[src/rtl/sram_pkg.sv]
// Shared definitions for the external SRAM arbiter.
//   - FSM state encoding (IDLE/SETUP/ACCESS/HOLD)
//   - SRAM geometry (word address and data widths)
//   - Idle levels of the chip-select and byte-enable strobes
//   - port_mask(): converts a port number into a one-hot 2-bit pulse vector
package sram_pkg;

    typedef logic [1:0] state_t;

    localparam state_t IDLE   = 2'd0;
    localparam state_t SETUP  = 2'd1;
    localparam state_t ACCESS = 2'd2;
    localparam state_t HOLD   = 2'd3;

    localparam int SRAM_AW = 18;
    localparam int SRAM_DW = 32;

    localparam logic [1:0] CS_IDLE = 2'b11;
    localparam logic [3:0] BE_IDLE = 4'hF;

    // Fixed-priority mode: consecutive port-0 tie wins before port 1 is forced in.
    localparam logic [3:0] STARVE_LIMIT = 4'd8;

    function automatic logic [1:0] port_mask(input logic port);
        return port ? 2'b10 : 2'b01;
    endfunction

endpackage

[src/rtl/sram_rr_arb2.sv]
// Two-input request picker for the SRAM arbiter.
// Ports:
//   clk     in  system clock
//   reset_n in  asynchronous active-low reset
//   req     in  [1:0] pending requests (only meaningful while the FSM is idle)
//   accept  in  the current pick is being taken this cycle
//   sel     out chosen port (0/1), valid when req != 0
//   valid   out at least one request pending
// Build option SRAM_ARB_FIXED_PRIO_EN: port 0 wins ties, except that after
// STARVE_LIMIT consecutive port-0 wins against a pending port 1, port 1 is
// granted once. Without it, ties alternate using the last-winner pointer.
module sram_rr_arb2
    import sram_pkg::*;
(
    input  logic       clk,
    input  logic       reset_n,
    input  logic [1:0] req,
    input  logic       accept,
    output logic       sel,
    output logic       valid
);

    assign valid = |req;

`ifdef SRAM_ARB_FIXED_PRIO_EN
    logic [3:0] streak_reg;

    always_comb begin
        sel = 1'b0;
        case (req)
            2'b10:   sel = 1'b1;
            2'b11:   sel = (streak_reg >= STARVE_LIMIT);
            default: sel = 1'b0;
        endcase
    end

    // Counts port-0 wins that happened while port 1 was also waiting; any
    // other grant breaks the run.
    always_ff @(posedge clk or negedge reset_n) begin
        if (!reset_n) begin
            streak_reg <= 4'd0;
        end else if (accept) begin
            if (!sel && req[1]) begin
                streak_reg <= streak_reg + 4'd1;
            end else begin
                streak_reg <= 4'd0;
            end
        end
    end
`else
    // Reset to 1 so that port 0 takes the first tie.
    logic last_reg;

    always_comb begin
        sel = 1'b0;
        case (req)
            2'b10:   sel = 1'b1;
            2'b11:   sel = ~last_reg;
            default: sel = 1'b0;
        endcase
    end

    always_ff @(posedge clk or negedge reset_n) begin
        if (!reset_n) begin
            last_reg <= 1'b1;
        end else if (accept) begin
            last_reg <= sel;
        end
    end
`endif

endmodule

[src/rtl/sram_arbiter.sv]
// Shares one external 256K x 32 asynchronous SRAM between two requesters
// (port 0: receive-data writer, port 1: CPU bridge). One transaction runs
// IDLE (arbitrate/capture) -> SETUP (gnt) -> ACCESS x WAIT_CYC -> HOLD.
// Parameters: WAIT_CYC (1..15) strobe low width, AW word address width.
// Ports:
//   clk, reset_n            clock, asynchronous active-low reset
//   req[1:0], we[1:0]       per-port request (held until gnt) and direction
//   p0_/p1_addr, _be_n, _wdata  per-port transaction fields
//   gnt[1:0], rvalid[1:0]   one-cycle accept / read-data-valid pulses
//   rdata, busy             shared read data, FSM not idle
//   addr, ramcs_n, be_n, xwe_n, xrd_n  SRAM address and strobes
//   data_out, data_oe, data_in         pad data path (tristate built above)
// Build option SRAM_ARB_FIXED_PRIO_EN selects fixed priority with a
// starvation guard in sram_rr_arb2 instead of round-robin.
module sram_arbiter
    import sram_pkg::*;
#(
    parameter int WAIT_CYC = 2,
    parameter int AW       = SRAM_AW
) (
    input  logic                clk,
    input  logic                reset_n,
    input  logic [1:0]          req,
    input  logic [1:0]          we,
    input  logic [AW-1:0]       p0_addr,
    input  logic [AW-1:0]       p1_addr,
    input  logic [3:0]          p0_be_n,
    input  logic [3:0]          p1_be_n,
    input  logic [SRAM_DW-1:0]  p0_wdata,
    input  logic [SRAM_DW-1:0]  p1_wdata,
    output logic [1:0]          gnt,
    output logic [1:0]          rvalid,
    output logic [SRAM_DW-1:0]  rdata,
    output logic                busy,
    output logic [AW-1:0]       addr,
    output logic [1:0]          ramcs_n,
    output logic [3:0]          be_n,
    output logic                xwe_n,
    output logic                xrd_n,
    output logic [SRAM_DW-1:0]  data_out,
    output logic                data_oe,
    input  logic [SRAM_DW-1:0]  data_in
);

    localparam logic [3:0] ACCESS_LAST = 4'(WAIT_CYC - 1);

    state_t             state_reg, state_next;
    logic [3:0]         cnt_reg;
    logic               sel_reg;
    logic               we_reg;
    logic [AW-1:0]      addr_reg;
    logic [3:0]         be_reg;
    logic [SRAM_DW-1:0] wdata_reg;
    logic [SRAM_DW-1:0] rdata_reg;

    logic arb_sel;
    logic arb_valid;
    logic accept;

    // Requests are only looked at in IDLE; anything that happens to req
    // during a transaction is invisible until the FSM returns.
    assign accept = (state_reg == IDLE) && arb_valid;

    sram_rr_arb2 u_arb (
        .clk     (clk),
        .reset_n (reset_n),
        .req     (req),
        .accept  (accept),
        .sel     (arb_sel),
        .valid   (arb_valid)
    );

    // State register
    always_ff @(posedge clk or negedge reset_n) begin
        if (!reset_n) begin
            state_reg <= IDLE;
        end else begin
            state_reg <= state_next;
        end
    end

    // Next-state logic
    always_comb begin
        state_next = state_reg;
        case (state_reg)
            IDLE:    if (accept) state_next = SETUP;
            SETUP:   state_next = ACCESS;
            ACCESS:  if (cnt_reg == 4'd0) state_next = HOLD;
            HOLD:    state_next = IDLE;
            default: state_next = IDLE;
        endcase
    end

    // Transaction capture, access timer and read capture
    always_ff @(posedge clk or negedge reset_n) begin
        if (!reset_n) begin
            cnt_reg   <= 4'd0;
            sel_reg   <= 1'b0;
            we_reg    <= 1'b0;
            addr_reg  <= '0;
            be_reg    <= BE_IDLE;
            wdata_reg <= '0;
            rdata_reg <= '0;
        end else begin
            if (accept) begin
                sel_reg   <= arb_sel;
                we_reg    <= arb_sel ? we[1]    : we[0];
                addr_reg  <= arb_sel ? p1_addr  : p0_addr;
                be_reg    <= arb_sel ? p1_be_n  : p0_be_n;
                wdata_reg <= arb_sel ? p1_wdata : p0_wdata;
            end
            if (state_reg == SETUP) begin
                cnt_reg <= ACCESS_LAST;
            end else if (state_reg == ACCESS && cnt_reg != 4'd0) begin
                cnt_reg <= cnt_reg - 4'd1;
            end
            // Sample the pads on the edge that closes the last strobe cycle,
            // while xrd_n is still low.
            if (state_reg == ACCESS && cnt_reg == 4'd0 && !we_reg) begin
                rdata_reg <= data_in;
            end
        end
    end

    // Outputs decoded from state; addr/data_out keep their last value
    // through HOLD and IDLE so write data hold time is met.
    always_comb begin
        gnt     = 2'b00;
        rvalid  = 2'b00;
        ramcs_n = CS_IDLE;
        be_n    = BE_IDLE;
        xwe_n   = 1'b1;
        xrd_n   = 1'b1;
        data_oe = 1'b0;
        case (state_reg)
            SETUP: begin
                gnt     = port_mask(sel_reg);
                ramcs_n = 2'b00;
                be_n    = be_reg;
                data_oe = we_reg;
            end
            ACCESS: begin
                ramcs_n = 2'b00;
                be_n    = be_reg;
                data_oe = we_reg;
                xwe_n   = ~we_reg;
                xrd_n   = we_reg;
            end
            HOLD: begin
                ramcs_n = 2'b00;
                be_n    = be_reg;
                data_oe = we_reg;
                rvalid  = we_reg ? 2'b00 : port_mask(sel_reg);
            end
            default: ;
        endcase
    end

    assign addr     = addr_reg;
    assign data_out = wdata_reg;
    assign rdata    = rdata_reg;
    assign busy     = (state_reg != IDLE);

    // The pads must never drive while the SRAM outputs are enabled.
    no_bus_contention: assert property (@(posedge clk) disable iff (!reset_n)
        !(data_oe && !xrd_n));

endmodule

[config.mk]
export PLATFORM = sky130hd
export DESIGN_NAME = sram_arbiter
export DESIGN_NICKNAME = d
export VERILOG_FILES = /design/src/rtl/sram_pkg.sv /design/src/rtl/sram_rr_arb2.sv /design/src/rtl/sram_arbiter.sv
export SDC_FILE = /design/constraint.sdc
export NUM_CORES = 1
export LEC_CHECK = 0
export CAP_MARGIN = 20
export CELL_PAD_IN_SITES_DETAIL_PLACEMENT = 1
export CELL_PAD_IN_SITES_GLOBAL_PLACEMENT = 2
export CORE_MARGIN = 5
export CORE_UTILIZATION = 33
export DETAILED_ROUTE_END_ITERATION = 8
export DONT_BUFFER_PORTS = 1
export PLACE_DENSITY = 0.79
export SETUP_SLACK_MARGIN = 0.1
export SYNTH_ARGS = -nofsm -noshare
export SYNTH_HDL_FRONTEND = slang
export SYNTH_SLANG_ARGS = --single-unit
[constraint.sdc]
create_clock -name clk -period 1.8 [get_ports clk]
set_input_delay 0.27 -clock clk [delete_from_list [all_inputs] [get_ports clk]]
set_output_delay 0.27 -clock clk [all_outputs]
set_load 0.01 [all_outputs]
==> results.cfg <==
[run_status]
status = finished with violations
violations = negative hold slack, negative setup slack

[global_routing]
grt_max_degree = 96
grt_usage_pct = 14.2
antenna_found_initial = 0
gr-total-overflow = 0
grt_pass1_wl_um = 17700
grt_pass1_vias = 3187

[sta]
drv_slew = 0
setup_violations = 32
setup_ws_ps = -50.0
hold_viol = 95
fmax_mhz = 541
hold_ws_ps = -376
fin_skew_ps = 5.59
max-slew-margin-rel_pct = 74.3
finalCritPeriodShare_pct = 103
worst_pin_slew_ps = 385
rsz0062_at_grt = true
finalCriticalPeriod_ps = 1850

[synth]
yosys.cell_count.top_type = dfrtp_1
async_flop_share_pct = 100
synth_edf_count = 0
synthTopCellsByArea = dfrtp_1 (51%), mux2i_1 (13%), mux2_4 (10%)
syn-mean-instance-area_um2 = 12.1
synth_seq_cells = 95
ys_seq_area_share_pct = 54.0
synth.net_count = 519
ys_types = 35
ys.flop_type = dfrtp_1
synth_common_cells = dfrtp_1 (90), nand2_1 (59), o21ai_0 (57), mux2i_1 (56), mux2_4 (30)
yosys_warnings = 0
synth_top_area_share_pct = 51.0
yosys.area.top_type = dfrtp_1
synthesis.instances = 366
syn-cell-area_um2 = 4420

[job]
drv_cap = 0

[routing]
post_drt_via_cell_ratio = 5.01
drt_wl_total_um = 11200
first_pass_iters = 3
drt-wirelength-per-cell_um = 20.2
drc = 0
drt_iter0_markers = 97
route.vias.total = 2781
antenna_left = 0

[setup_path]
critPathLaunchType = flip-flop
crit_type = flip-flop to flip-flop
critPathCaptureType = flip-flop
worstPathArrival_ps = 2070
cp_max_fo = 16
cp.required_ps = 2020

[floorplanning]
num_io_pins = 242
die_area_um2 = 15800
core-area_um2 = 13200
rows = 42
fp.dieH_um = 126
fp.dieW_um = 126
initial_utilization_pct = 33.5

[cts]
htreeDepth = 3
insertion_delay_ps = 340
clk_path_buf_depth = 2
cts_buffers = 9
cts_root_buf = clkbuf_16
clock_sinks = 95
cts_tree = yes
hold_buffers = 1
clkTransAtPathRegs_ps = 60

[finish]
area_growth_syn_to_layout_pct = 14.7
final_util_pct = 38.4
diodes = 0
drive_above_1_share_pct = 25.6
fill_cells = 1432
nets = 527

[place]
io_buffers = 0
place_congestion = 0.757
hpwl_um = 8390

[pwr]
vdd.ir_drop.worst_mv = 0.518
leakage_uw = 0.00249
power_density_nw_per_um2 = 1870

[min_path]
worstHoldPathType = input pin to asynchronous set/reset pin
[report_power, final]
part	internal (uW)	leakage (uW)	switching, uW
sequential	3240	0.00114	1250
clock	945	0.000126	838
combinational	1690	0.00122	1480
total	5880	0.00249	3570
[critical path, cell delays in order (launching register included)]
cell and delay [ps]:
dfrtp_1 390, inv_2 90, ha_4 130, or3b_4 370, or2_4 270, buf_12 170, mux2_4 310
[per-stage QoR]
| stage | total power [uW] | setup slack, ps | area (um2) | TNS (ps) | instances |
|---|---|---|---|---|---|
| after global placement | 7320 | -86.3 | 4660 | -2630 | 533 |
| after CTS | 9570 | -52.0 | 5040 | -1160 | 554 |
| after floorplan | 6620 | -98.1 | 4430 | -2940 | 366 |
| final | 9450 | -50.0 | 5060 | -1160 | 555 |
| after global routing | 10200 | -91.3 | 5060 | -2470 | 555 |
| after detailed placement | 7550 | -148 | 4660 | -4340 | 533 |
[final cells by class]
class | instances | area (um2) | share of cell area, %
multi-input combinational | 241 | 1930 | 38.2
clock buffer | 10 | 229 | 4.52
inverter | 6 | 22.5 | 0.445
tap | 176 | 220 | 4.35
sequential | 95 | 2380 | 47.1
clock inverter | 6 | 45.0 | 0.890
timing repair buffer | 21 | 230 | 4.55
[final timing paths]
kind,cells past startpoint,slack (ps),to,from
worst max-delay path,6,-50,rdata[21]$_DFFE_PN0P_,cnt_reg[1]$_DFFE_PN0P_
max in group asynchronous,0,1990,u_arb.last_reg$_DFFE_PN1P_,reset_n
worst min-delay path,0,-380,rdata[8]$_DFFE_PN0P_,reset_n
min in group clk,1,70,rdata[24]$_DFFE_PN0P_,data_in[24]
worst min register to register,2,480,be_reg[3]$_DFFE_PN1P_,be_reg[3]$_DFFE_PN1P_
worst max register to register,6,-50,rdata[21]$_DFFE_PN0P_,cnt_reg[1]$_DFFE_PN0P_
[timing repair]
| item | in CTS | in global routing |
|---|---|---|
| gates resized for setup | 14 | 4 |
| endpoints found under the setup margin | 41 | 40 |
| cloned | 1 | 0 |
| pin swaps | 1 | 0 |
| endpoints found under the hold margin | 96 | 95 |
| setup buffers | 3 | 1 |
[layer usage]
| metal | wire (um) | global-route usage (%) |
|---|---|---|
| met2 | 5280 | 22.7 |
| met3 | 1310 | 6.52 |
| met1 | 4460 | 16.7 |
| met4 | 172 | 5.55 |
| met5 | 0 | 0 |
[cells by family (layout without fill, tap and decap cells)]
logic type / after synthesis / in the layout / share of synthesized area [%]
flip-flops: 95 / 95 / 54.0
multiplexers: 89 / 89 / 23.7
AND/OR/NAND/NOR: 78 / 78 / 8.02
AO/OA/AOI/OAI: 67 / 67 / 8.08
buffers and inverters: 30 / 43 / 4.28
adder cells (fa/ha/maj): 7 / 7 / 1.98
[cells in the final DEF (no fill, tap or decap), drive strengths merged, types with 2 or more instances in the layout]
master     n
inv        8
a21oi      4
nor2b      2
mux2      33
mux2i     56
ha         7
o21ai     57
clkbuf    10
dfstp      5
or2        5
buf       20
nor2       3
clkinvlp   3
dfrtp     90
nand2     59
Power figures use the tool's default switching activity.
